### src/rtl/fill_ctrl_b_if.sv
// Handshake bundle between the B-sequence fill controller and its user.
interface fill_ctrl_b_if #(
  parameter int cycleB0 = 26
);
  logic               Load;
  logic [cycleB0-1:0] Seed_B;
  logic               Run;
  logic               Enable;
  logic               Fill_En_B;
  logic               New_Fill_B;
  logic               Busy;
  logic               Fill_Done;
  logic [15:0]        Chip_Cnt;
  logic               Epoch;

  modport master (
    output Load, Seed_B, Run,
    input  Enable, Fill_En_B, New_Fill_B, Busy, Fill_Done, Chip_Cnt, Epoch
  );

  modport slave (
    input  Load, Seed_B, Run,
    output Enable, Fill_En_B, New_Fill_B, Busy, Fill_Done, Chip_Cnt, Epoch
  );
endinterface

### src/rtl/fill_ctrl_b.sv
// Serialises a parallel seed MSB-first into the B-sequence register, then
// gates code generation and counts chips within each code epoch.
module fill_ctrl_b #(
  parameter int cycleB0   = 26,
  parameter int EPOCH_LEN = 1023
) (
  input logic         Clock,
  input logic         Reset,
  fill_ctrl_b_if.slave bus
);
  localparam int IW = (cycleB0 > 1) ? $clog2(cycleB0) : 1;

  typedef enum logic [1:0] {IDLE, FILL, RUN} state_t;

  state_t             state_q, state_d;
  logic [cycleB0-1:0] shadow_q, shadow_d;
  logic [IW-1:0]      idx_q, idx_d;
  logic               en_q, en_d;
  logic               fill_q, fill_d;
  logic               nf_q, nf_d;
  logic               done_q, done_d;
  logic [15:0]        cnt_q, cnt_d;
  logic               epoch_q, epoch_d;

  // Every output is computed one cycle ahead and registered, so the first
  // serial bit is taken straight from Seed_B on the load edge.
  always_comb begin
    state_d  = state_q;
    shadow_d = shadow_q;
    idx_d    = idx_q;
    en_d     = 1'b0;
    fill_d   = 1'b0;
    nf_d     = 1'b0;
    done_d   = 1'b0;
    cnt_d    = cnt_q;
    epoch_d  = 1'b0;
    case (state_q)
      FILL: begin
        if (idx_q != '0) begin
          idx_d  = idx_q - 1'b1;
          en_d   = 1'b1;
          fill_d = 1'b1;
          nf_d   = shadow_q[idx_d];
        end else begin
          state_d = RUN;
          done_d  = 1'b1;
          en_d    = bus.Run;
        end
      end
      RUN: begin
        en_d = bus.Run;
        if (en_q) begin
          if (cnt_q == 16'(EPOCH_LEN - 1)) begin
            cnt_d   = '0;
            epoch_d = 1'b1;
          end else begin
            cnt_d = cnt_q + 16'd1;
          end
        end
      end
      default: ;
    endcase
    // A load outside FILL overrides everything above, including Run.
    if (bus.Load && state_q != FILL) begin
      state_d  = FILL;
      shadow_d = bus.Seed_B;
      idx_d    = IW'(cycleB0 - 1);
      en_d     = 1'b1;
      fill_d   = 1'b1;
      nf_d     = bus.Seed_B[cycleB0-1];
      done_d   = 1'b0;
      cnt_d    = '0;
      epoch_d  = 1'b0;
    end
  end

  always_ff @(posedge Clock) begin
    if (Reset) begin
      state_q  <= IDLE;
      shadow_q <= '0;
      idx_q    <= '0;
      en_q     <= 1'b0;
      fill_q   <= 1'b0;
      nf_q     <= 1'b0;
      done_q   <= 1'b0;
      cnt_q    <= '0;
      epoch_q  <= 1'b0;
    end else begin
      state_q  <= state_d;
      shadow_q <= shadow_d;
      idx_q    <= idx_d;
      en_q     <= en_d;
      fill_q   <= fill_d;
      nf_q     <= nf_d;
      done_q   <= done_d;
      cnt_q    <= cnt_d;
      epoch_q  <= epoch_d;
    end
  end

  assign bus.Enable     = en_q;
  assign bus.Fill_En_B  = fill_q;
  assign bus.Busy       = fill_q;
  assign bus.New_Fill_B = nf_q;
  assign bus.Fill_Done  = done_q;
  assign bus.Chip_Cnt   = cnt_q;
  assign bus.Epoch      = epoch_q;
endmodule

### src/flat_wrapper.sv
// flat-port wrapper written by rule: the top's interface ports become plain ports
module fill_ctrl_b_flat 
#(
  parameter int cycleB0   = 26,
  parameter int EPOCH_LEN = 1023
)
  (Clock, Reset, bus_Load, bus_Seed_B, bus_Run, bus_Enable, bus_Fill_En_B, bus_New_Fill_B, bus_Busy, bus_Fill_Done, bus_Chip_Cnt, bus_Epoch);
  fill_ctrl_b_if #(.cycleB0(cycleB0)) bus_i ();
  input logic Clock;
  input logic Reset;
  input wire logic [$bits(bus_i.Load)-1:0] bus_Load;
  input wire logic [$bits(bus_i.Seed_B)-1:0] bus_Seed_B;
  input wire logic [$bits(bus_i.Run)-1:0] bus_Run;
  output wire logic [$bits(bus_i.Enable)-1:0] bus_Enable;
  output wire logic [$bits(bus_i.Fill_En_B)-1:0] bus_Fill_En_B;
  output wire logic [$bits(bus_i.New_Fill_B)-1:0] bus_New_Fill_B;
  output wire logic [$bits(bus_i.Busy)-1:0] bus_Busy;
  output wire logic [$bits(bus_i.Fill_Done)-1:0] bus_Fill_Done;
  output wire logic [$bits(bus_i.Chip_Cnt)-1:0] bus_Chip_Cnt;
  output wire logic [$bits(bus_i.Epoch)-1:0] bus_Epoch;
  assign bus_i.Load = bus_Load;
  assign bus_i.Seed_B = bus_Seed_B;
  assign bus_i.Run = bus_Run;
  assign bus_Enable = bus_i.Enable;
  assign bus_Fill_En_B = bus_i.Fill_En_B;
  assign bus_New_Fill_B = bus_i.New_Fill_B;
  assign bus_Busy = bus_i.Busy;
  assign bus_Fill_Done = bus_i.Fill_Done;
  assign bus_Chip_Cnt = bus_i.Chip_Cnt;
  assign bus_Epoch = bus_i.Epoch;
  fill_ctrl_b #(.cycleB0(cycleB0), .EPOCH_LEN(EPOCH_LEN)) u_core (.Clock(Clock), .Reset(Reset), .bus(bus_i));
endmodule
### config.mk
export PLATFORM = sky130hd
export DESIGN_NAME = fill_ctrl_b_flat
export DESIGN_NICKNAME = d
export VERILOG_FILES = /design/src/rtl/fill_ctrl_b_if.sv /design/src/rtl/fill_ctrl_b.sv /design/src/flat_wrapper.sv
export SDC_FILE = /design/constraint.sdc
export NUM_CORES = 1
export LEC_CHECK = 0
export ABC_AREA = 1
export ABC_CLOCK_PERIOD_IN_PS = 3400
export CORE_MARGIN = 8
export CORE_UTILIZATION = 45
export DETAILED_ROUTE_END_ITERATION = 12
export PLACE_DENSITY = 0.71
export SLEW_MARGIN = 10
export SYNTH_ARGS = -nofsm -noshare
export SYNTH_HDL_FRONTEND = slang
export SYNTH_SLANG_ARGS = --single-unit
### constraint.sdc
create_clock -name Clock -period 3.4 [get_ports Clock]
set_input_delay 0.68 -clock Clock [delete_from_list [all_inputs] [get_ports Clock]]
set_output_delay 0.68 -clock Clock [all_outputs]
set_load 0.005 [all_outputs]
==> results of run 1 <==
## worst min-delay path: cells and delay by family (launching register included)
kind,cells,cell delay (ns)
buf+inv,1,0.07
compound gates,1,0.06
flops,1,0.31
## stage by stage
stage          hold slack [ns]  cells  setup slack, ns  area [sq um]
3_5_place_dp            0.4716    486           0.8129          3132
6_report                0.4804    494            1.173          3223
5_1_grt                 0.5049    494           0.9841          3223
4_1_cts                 0.4862    494            1.128          3223
3_3_place_gp            0.4628    486           0.9280          3132
2_1_floorplan           0.4386    374            1.637          2586
## final timing paths
check / cells past startpoint / start / endpoint / slack [ns]
setup / recovery: 6 / bus_Load / u_core.bus.Chip_Cnt[4] / 1.17
setup reg to reg: 8 / u_core.state_q[1] / u_core.bus.Chip_Cnt[4] / 1.32
hold reg to reg: 2 / u_core.shadow_q[25] / u_core.shadow_q[25] / 0.48
hold / removal: 2 / u_core.shadow_q[25] / u_core.shadow_q[25] / 0.48
## where the power goes
part / switching, mW / internal, mW / total (mW)
registers: 0.0232 / 0.677 / 0.700
logic: 0.166 / 0.115 / 0.281
clock network: 0.200 / 0.165 / 0.364
## kinds of logic after synthesis
logic type | count (synthesis) | share of synthesized area
xor gates and xnor gates | 2 | 0.006774
adders and majority gates | 5 | 0.02419
and+or+nand+nor | 207 | 0.3624
AOI/OAI and AO/OA | 52 | 0.1035
DFF | 54 | 0.4180
buffers and inverters | 54 | 0.08515
## registers in the layout, summed over array words and instances (netlist names)
name and count:
u_core.bus.Busy 1, u_core.bus.Fill_Done 1, u_core.bus.New_Fill_B 1, u_core.bus.Enable 1, u_core.idx_q 5, u_core.shadow_q 26, u_core.bus.Epoch 1, u_core.state_q 2
u_core.bus.Chip_Cnt 16
## placed cells by master, fill, tap and decap left out, drive strengths merged
cell type,instances
inv,42
o21ai,35
ha,5
nor4,3
dfxtp,54
buf,1
nand4,4
nand3,43
clkdlybuf4s50,51
xor2,1
xnor2,1
clkbuf,7
clkinv,1
o211ai,3
a21oi,14
nand2,67
nor3,14
nor2,76
## layout make-up
type | count | area share
timing repair buffer | 52 | 0.1607
multi-input combinational | 266 | 0.3987
tap | 72 | 0.02795
clock buffer | 7 | 0.02679
clock inverter | 1 | 0.001553
inverter | 42 | 0.04891
sequential | 54 | 0.3354
## synthesized netlist by cell type
cell	number
sky130_fd_sc_hd__o21ai_0	32
sky130_fd_sc_hd__nand2_1	60
sky130_fd_sc_hd__nor4_2	1
sky130_fd_sc_hd__nor2_4	3
sky130_fd_sc_hd__inv_1	33
sky130_fd_sc_hd__nor2_1	73
sky130_fd_sc_hd__xnor2_1	1
sky130_fd_sc_hd__o211ai_1	3
sky130_fd_sc_hd__buf_4	1
sky130_fd_sc_hd__o21ai_1	3
sky130_fd_sc_hd__buf_2	5
sky130_fd_sc_hd__nor4_1	2
sky130_fd_sc_hd__a21oi_1	14
sky130_fd_sc_hd__inv_2	9
sky130_fd_sc_hd__nand2_2	7
sky130_fd_sc_hd__xor2_1	1
sky130_fd_sc_hd__nor3_1	12
sky130_fd_sc_hd__nor3_2	2
sky130_fd_sc_hd__nand3_2	3
sky130_fd_sc_hd__clkbuf_1	5
sky130_fd_sc_hd__nand4_1	4
sky130_fd_sc_hd__ha_1	5
sky130_fd_sc_hd__nand3_1	40
sky130_fd_sc_hd__dfxtp_1	54
sky130_fd_sc_hd__buf_6	1
## routing by layer
| layer | vias up | wire (um) | global-route usage |
|---|---|---|---|
| li1 | 1300 | - | - |
| met1 | 1091 | 2840 | 0.1809 |
| met2 | 61 | 2798 | 0.2419 |
| met3 | 5 | 368 | 0.03830 |
| met4 | 0 | 60 | 0.04832 |
| met5 | - | 0 | 0 |
==> key figures, run 1 <==
Run status
  • Result of the run: completed

Detailed routing
  • Detail-routed net length per standard cell: 12.28 um
  • Antenna Violating Nets Remaining: 0
  • Detailed Route Iter0 Violations: 113
  • Routed wire length: 6.067 mm
  • Via count: 2457
  • Via/cell ratio: approximately 5.0
  • 1st-pass router iterations: 4
  • Post-route DRC violation count: 0

Cells and area
  • Share of cells above drive strength 1: 0.07820
  • Combined area of the multi-input logic cells: 0.001285 sq mm
  • Share of the core filled with cells: 0.5818
  • Antenna cell count: 0
  • Area of all sequential standard cells: 0.001081 sq mm
  • Fillcell total: 561
  • Nets: around 460
  • Area delta synth->final: 24.63%

STA
  • Share of the clock period used by the worst path: 0.6549
  • Number of slew-limit violations in the final report: 0
  • Final-report hold violation count: 0
  • Count of endpoints failing setup in the final report: 0
  • Setup total negative slack: 0 ns
  • Tightest Pin Transition: 0.6775 ns
  • Slew margin rel.: 0.5478
  • Worst setup skew after layout: 0.006319 ns
  • Upper clock frequency limit: approximately 450 MHz
  • Period minus WS final: 2.227 ns
  • RSZ-0062 raised after global routing: no

Pwr
  • Total Power Consumption: 1.346 mW
  • Maximum vdd ir drop: roughly 240 uV
  • Power per standard cell area: 417.5 mW/mm^2
  • Leakage dissipation: around 1.3 nW

CTS
  • Post-CTS Resized: 0
  • Post-CTS Setup Inserts: 0
  • CTS Buf Count: 5
  • Total clock sinks: 54
  • Clock insertion delay at the later pin of the skew report: 0.30 ns
  • CTS tree: done
  • Clock-pin transition on the worst setup and hold timing paths: 0.09 ns
  • Hold-fix buffers at CTS: 0
  • CTS H-tree lvls: 2
  • Clock root buffer: sky130_fd_sc_hd__clkbuf_8
  • Clk buf depth: 2

Global route
  • Number of global-route vias before repair: 2349
  • Pin count of the biggest net entering global routing: 30
  • First-pass GRT wire length: roughly 11 mm
  • Remaining Overflow, GRT: 0
  • Initial antenna violation count: 0
  • GRT Overall Usage: 0.1465

Worst setup path
  • Worst setup SP type: input port
  • Family of cells with the greatest summed delay on the critical path: simple AND/OR/NAND/NOR gates
  • Worst path cell trace: clkdlybuf4s50_1 -> nand2_2 -> inv_2 -> nor2_4 -> nand2_2 -> nor3_1
  • Largest stage delay on the critical path: 0.44 ns
  • Critical Setup Path Class: input port to register
  • Crit end category: register
  • Maximum fanout encountered on the critical timing path: 28
  • Required time of the critical path: between 3 and 4 ns
  • Data arrival time of the worst path: 2.45 ns
  • Slowest cell on crit path: sky130_fd_sc_hd__clkdlybuf4s50_1
  • Buf+Inv Stages, Crit Path: 2
  • Most Frequent Cell on Critical Path: sky130_fd_sc_hd__nand2_2

Floorplan
  • Count of standard-cell rows: 27
  • Core region area: between 0.005 and 0.006 sq mm
  • Die X: just over 90 um
  • Chip Height: ~90 um
  • Overall die area: 0.008429 sq mm
  • I/O pin total: 52
  • Initial standard-cell utilization of the core: 0.4668

Synth
  • Count of state elements after synthesis: 54
  • Fraction of post-synthesis cell area in the top cell type by area: 0.4180
  • Distinct cell type count of the synthesized netlist: 25
  • Sequential fraction of the synthesis area: 0.4180
  • Count of yosys warnings during synthesis: 0
  • Syn_area_per_cell: a little under 7 sq um
  • Syn_nets: just over 400
  • Cells after Synth: between 300 and 400
  • Leading cell types by total area after synthesis: sky130_fd_sc_hd__dfxtp_1, sky130_fd_sc_hd__nor2_1, sky130_fd_sc_hd__nand2_1
  • Total standard cell area after synthesis: 0.002586 sq mm
  • Largest area contributor in the synthesized netlist: sky130_fd_sc_hd__dfxtp_1

Run
  • Max capacitance violation total: 0

Worst hold path
  • Tightest Hold Check Type: register to register

Placement
  • Half-perimeter wire length of the detailed placement result: between 4 and 5 mm
  • IO Port Bufs: between 50 and 60
  • Final Wtd Congestion: around 0.83
No activity file was read; power rests on OpenSTA's default activity.
==> run 2, diff against run 1 <==
Settings changed: ABC_CLOCK_PERIOD_IN_PS 3400 to 1900, PLACE_DENSITY 0.71 to 0.74.
Clock period 3.4 ns to 1.9 ns, I/O delays scaled along.
==> run 2 against run 1 <==
Total power grew 82%. Sequential share of layout area decreased by 0.58 points. Non-clock buffer count rose by 7. Clock-buffer cell count is 1 lower. Clock power grew 84%. Cell area up 1.7%. Combinational power increased by 88%. Utilization rose by 1.0 points. Worst hold slack improved by 0.0083 ns. Die area is the same. Critical path depth shrank 5. Sequential power is 79% higher. Critical path type is now register to primary output. Critical endpoint is now bus_Chip_Cnt[15].
==> key figures, run 2 (synthesized netlist as in run 1, its figures left out) <==
Run status
  • Result of the run: completed

CTS
  • CTS H-tree lvls: 2 (unchanged)
  • CTS Buf Count: 5 (unchanged)
  • Clock insertion delay at the later pin of the skew report: 0.31 ns (about the same)
  • Clock root buffer: sky130_fd_sc_hd__clkbuf_8
  • CTS tree: done
  • Clock-pin transition on the worst setup and hold timing paths: 0.10 ns (about the same)
  • Clk buf depth: 2 (unchanged)
  • Total clock sinks: 54 (unchanged)
  • Post-CTS Setup Inserts: 0 (unchanged)
  • Post-CTS Resized: 0 (unchanged)
  • Hold-fix buffers at CTS: 0 (unchanged)

Pwr
  • Leakage dissipation: 1.288 nW (+2.6%)
  • Maximum vdd ir drop: 463.7 uV (+90%)
  • Power per standard cell area: 747.4 mW/mm^2 (+79%)

Detailed routing
  • Via count: 2553 (+3.9%)
  • 1st-pass router iterations: 5 (+1)
  • Post-route DRC violation count: 0 (unchanged)
  • Antenna Violating Nets Remaining: 0 (unchanged)
  • Routed wire length: 6.103 mm (+0.59%)
  • Via/cell ratio: 5.096 (+2.5%)
  • Detail-routed net length per standard cell: 12.18 um (-0.81%)
  • Detailed Route Iter0 Violations: 77 (-32%)

STA
  • Setup total negative slack: 0 ns (unchanged)
  • Final-report hold violation count: 0 (unchanged)
  • RSZ-0062 raised after global routing: no
  • Slew margin rel.: 0.5315 (-0.01632)
  • Worst hold margin: 0.4887 ns (+0.008330 ns)
  • Upper clock frequency limit: 587.8 MHz
  • Worst Setup Slack, final: 0.1986 ns (-0.9746 ns)
  • Tightest Pin Transition: 0.7020 ns (+0.02446 ns)
  • Period minus WS final: 1.701 ns
  • Share of the clock period used by the worst path: 0.8955
  • Worst setup skew after layout: 0.007893 ns (+0.001575 ns)
  • Number of slew-limit violations in the final report: 0 (unchanged)
  • Count of endpoints failing setup in the final report: 0 (unchanged)

Worst hold path
  • Source of the worst hold timing path: u_core.shadow_q[1]
  • Tightest Hold Check Type: register to register
  • Hold path depth: 2 (unchanged)

Cells and area
  • Register name with the most flops: u_core.shadow_q
  • Number of flip-flops under the largest register name: 26 (unchanged)
  • Commonest non-fill, non-tap cells in the layout: sky130_fd_sc_hd__nor2_1, sky130_fd_sc_hd__nand2_1, sky130_fd_sc_hd__dfxtp_1, sky130_fd_sc_hd__clkdlybuf4s50_1, sky130_fd_sc_hd__nand3_1
  • Share of the core filled with cells: 0.5919 (+0.01016)
  • Commonest non-fill, non-tap cell in the layout: sky130_fd_sc_hd__nor2_1
  • Share of cells above drive strength 1: 0.09557 (+0.01737)
  • Antenna cell count: 0 (unchanged)
  • Nets: 463 (+1.5%)
  • Count of placed standard cells in the final layout, fillers left out: 501 (+1.4%)
  • Area delta synth->final: 26.80%

Worst setup path
  • Worst path cell trace: clkdlybuf4s50_1
  • Family of cells with the greatest summed delay on the critical path: buffers and inverters
  • Cells on worst reg2reg path: 9 (+1)
  • Maximum fanout encountered on the critical timing path: 5 (-82%)
  • Worst reg2reg path startpoint: u_core.state_q[0]
  • Path length in cells of the critical path: 1 (-5)
  • Slowest cell on crit path: sky130_fd_sc_hd__clkdlybuf4s50_1
  • Critical Setup Path Class: register to primary output
  • Largest stage delay on the critical path: 0.55 ns (+0.11 ns)
  • Launch point of the worst path: u_core.bus.Chip_Cnt[15]
  • Crit end category: primary output
  • Worst setup SP type: register
  • Required time of the critical path: 1.52 ns (-2.10 ns)
  • Data arrival time of the worst path: 1.32 ns (-1.13 ns)
  • Buf+Inv Stages, Crit Path: 1 (-1)

Placement
  • Placed cell count: 493 (+1.4%)
  • Post-place setup slack: 0.1110 ns (-0.7018 ns)
  • Final Wtd Congestion: 0.9524 (+14%)
  • IO Port Bufs: 51 (unchanged)
  • Half-perimeter wire length of the detailed placement result: 4.634 mm (-0.51%)

Global route
  • Pin count of the biggest net entering global routing: 30 (unchanged)
  • GRT Overall Usage: 0.1460 (-0.0004320)
  • Number of global-route vias before repair: 2478 (+5.5%)
  • Initial antenna violation count: 0 (unchanged)
  • Remaining Overflow, GRT: 0 (unchanged)
  • First-pass GRT wire length: 10.36 mm (-2.0%)

Floorplan
  • I/O pin total: 52 (unchanged)
  • Overall die area: 0.008429 sq mm (unchanged)
  • Core region area: 0.005540 sq mm (unchanged)
  • Initial standard-cell utilization of the core: 0.4668 (unchanged)
  • Die X: 91.81 um (unchanged)
  • Chip Height: 91.81 um (unchanged)
  • Count of standard-cell rows: 27 (unchanged)

Run
  • Max capacitance violation total: 0 (unchanged)
## run 2: changes by cell type in the layout (fill, tap and decap cells not counted)
cell	previous run	this run
sky130_fd_sc_hd__buf_4	1	8
sky130_fd_sc_hd__clkinvlp_4	0	1
sky130_fd_sc_hd__clkbuf_1	1	0
## run 2: cell type report
cell class / instances / area, sq um
clock buffers: 6 / 82.58
well taps: 72 / 90.09
repair buffers: 59 / 570.5
flip-flops and latches: 54 / 1081
fillers: 567 / 2261
multi-input cells: 266 / 1285
inverters: 42 / 157.7
clock inverters: 2 / 12.51
## run 2: power breakdown
part | total [mW] | switching (mW) | internal (mW) | leakage (nW)
Sequential | 1.25 | 0.0431 | 1.21 | 0.443
Clock | 0.669 | 0.375 | 0.294 | 0.0472
Combinational | 0.528 | 0.300 | 0.228 | 0.798
Total | 2.45 | 0.718 | 1.73 | 1.29
## run 2: worst reg2reg max path, delay by kind of cell, from the launching register on
| kind | cells | cell delay, ns |
|---|---|---|
| adders and majority gates | 1 | 0.17 |
| buffers and inverters | 2 | 0.27 |
| DFF | 1 | 0.35 |
| and+or+nand+nor | 6 | 0.75 |
## run 2: per-layer routing
layer / global-route usage / routed length (um) / vias to the layer above / share of wire
met1: 0.1512 / 2517 / 1150 / 0.41
met4: 0.08456 / 197 / 0 / 0.032
li1: - / - / 1313 / -
met5: 0 / 0 / - / 0
met3: 0.03423 / 326 / 20 / 0.053
met2: 0.2641 / 3061 / 70 / 0.50
## run 2: stage by stage
step | total power [mW] | area (sq um)
global route | 2.603 | 3279
floorplan | 1.614 | 2586
detailed placement | 1.808 | 3184
global placement | 1.801 | 3184
CTS | 2.472 | 3279
finish | 2.451 | 3279
## run 2: worst paths after layout
path                                                 to  slack (ns)
worst max-delay path                   bus_Chip_Cnt[15]        0.20
worst min-delay path                 u_core.shadow_q[1]        0.49
worst max register to register  u_core.bus.Chip_Cnt[12]        0.25
worst min register to register       u_core.shadow_q[1]        0.49
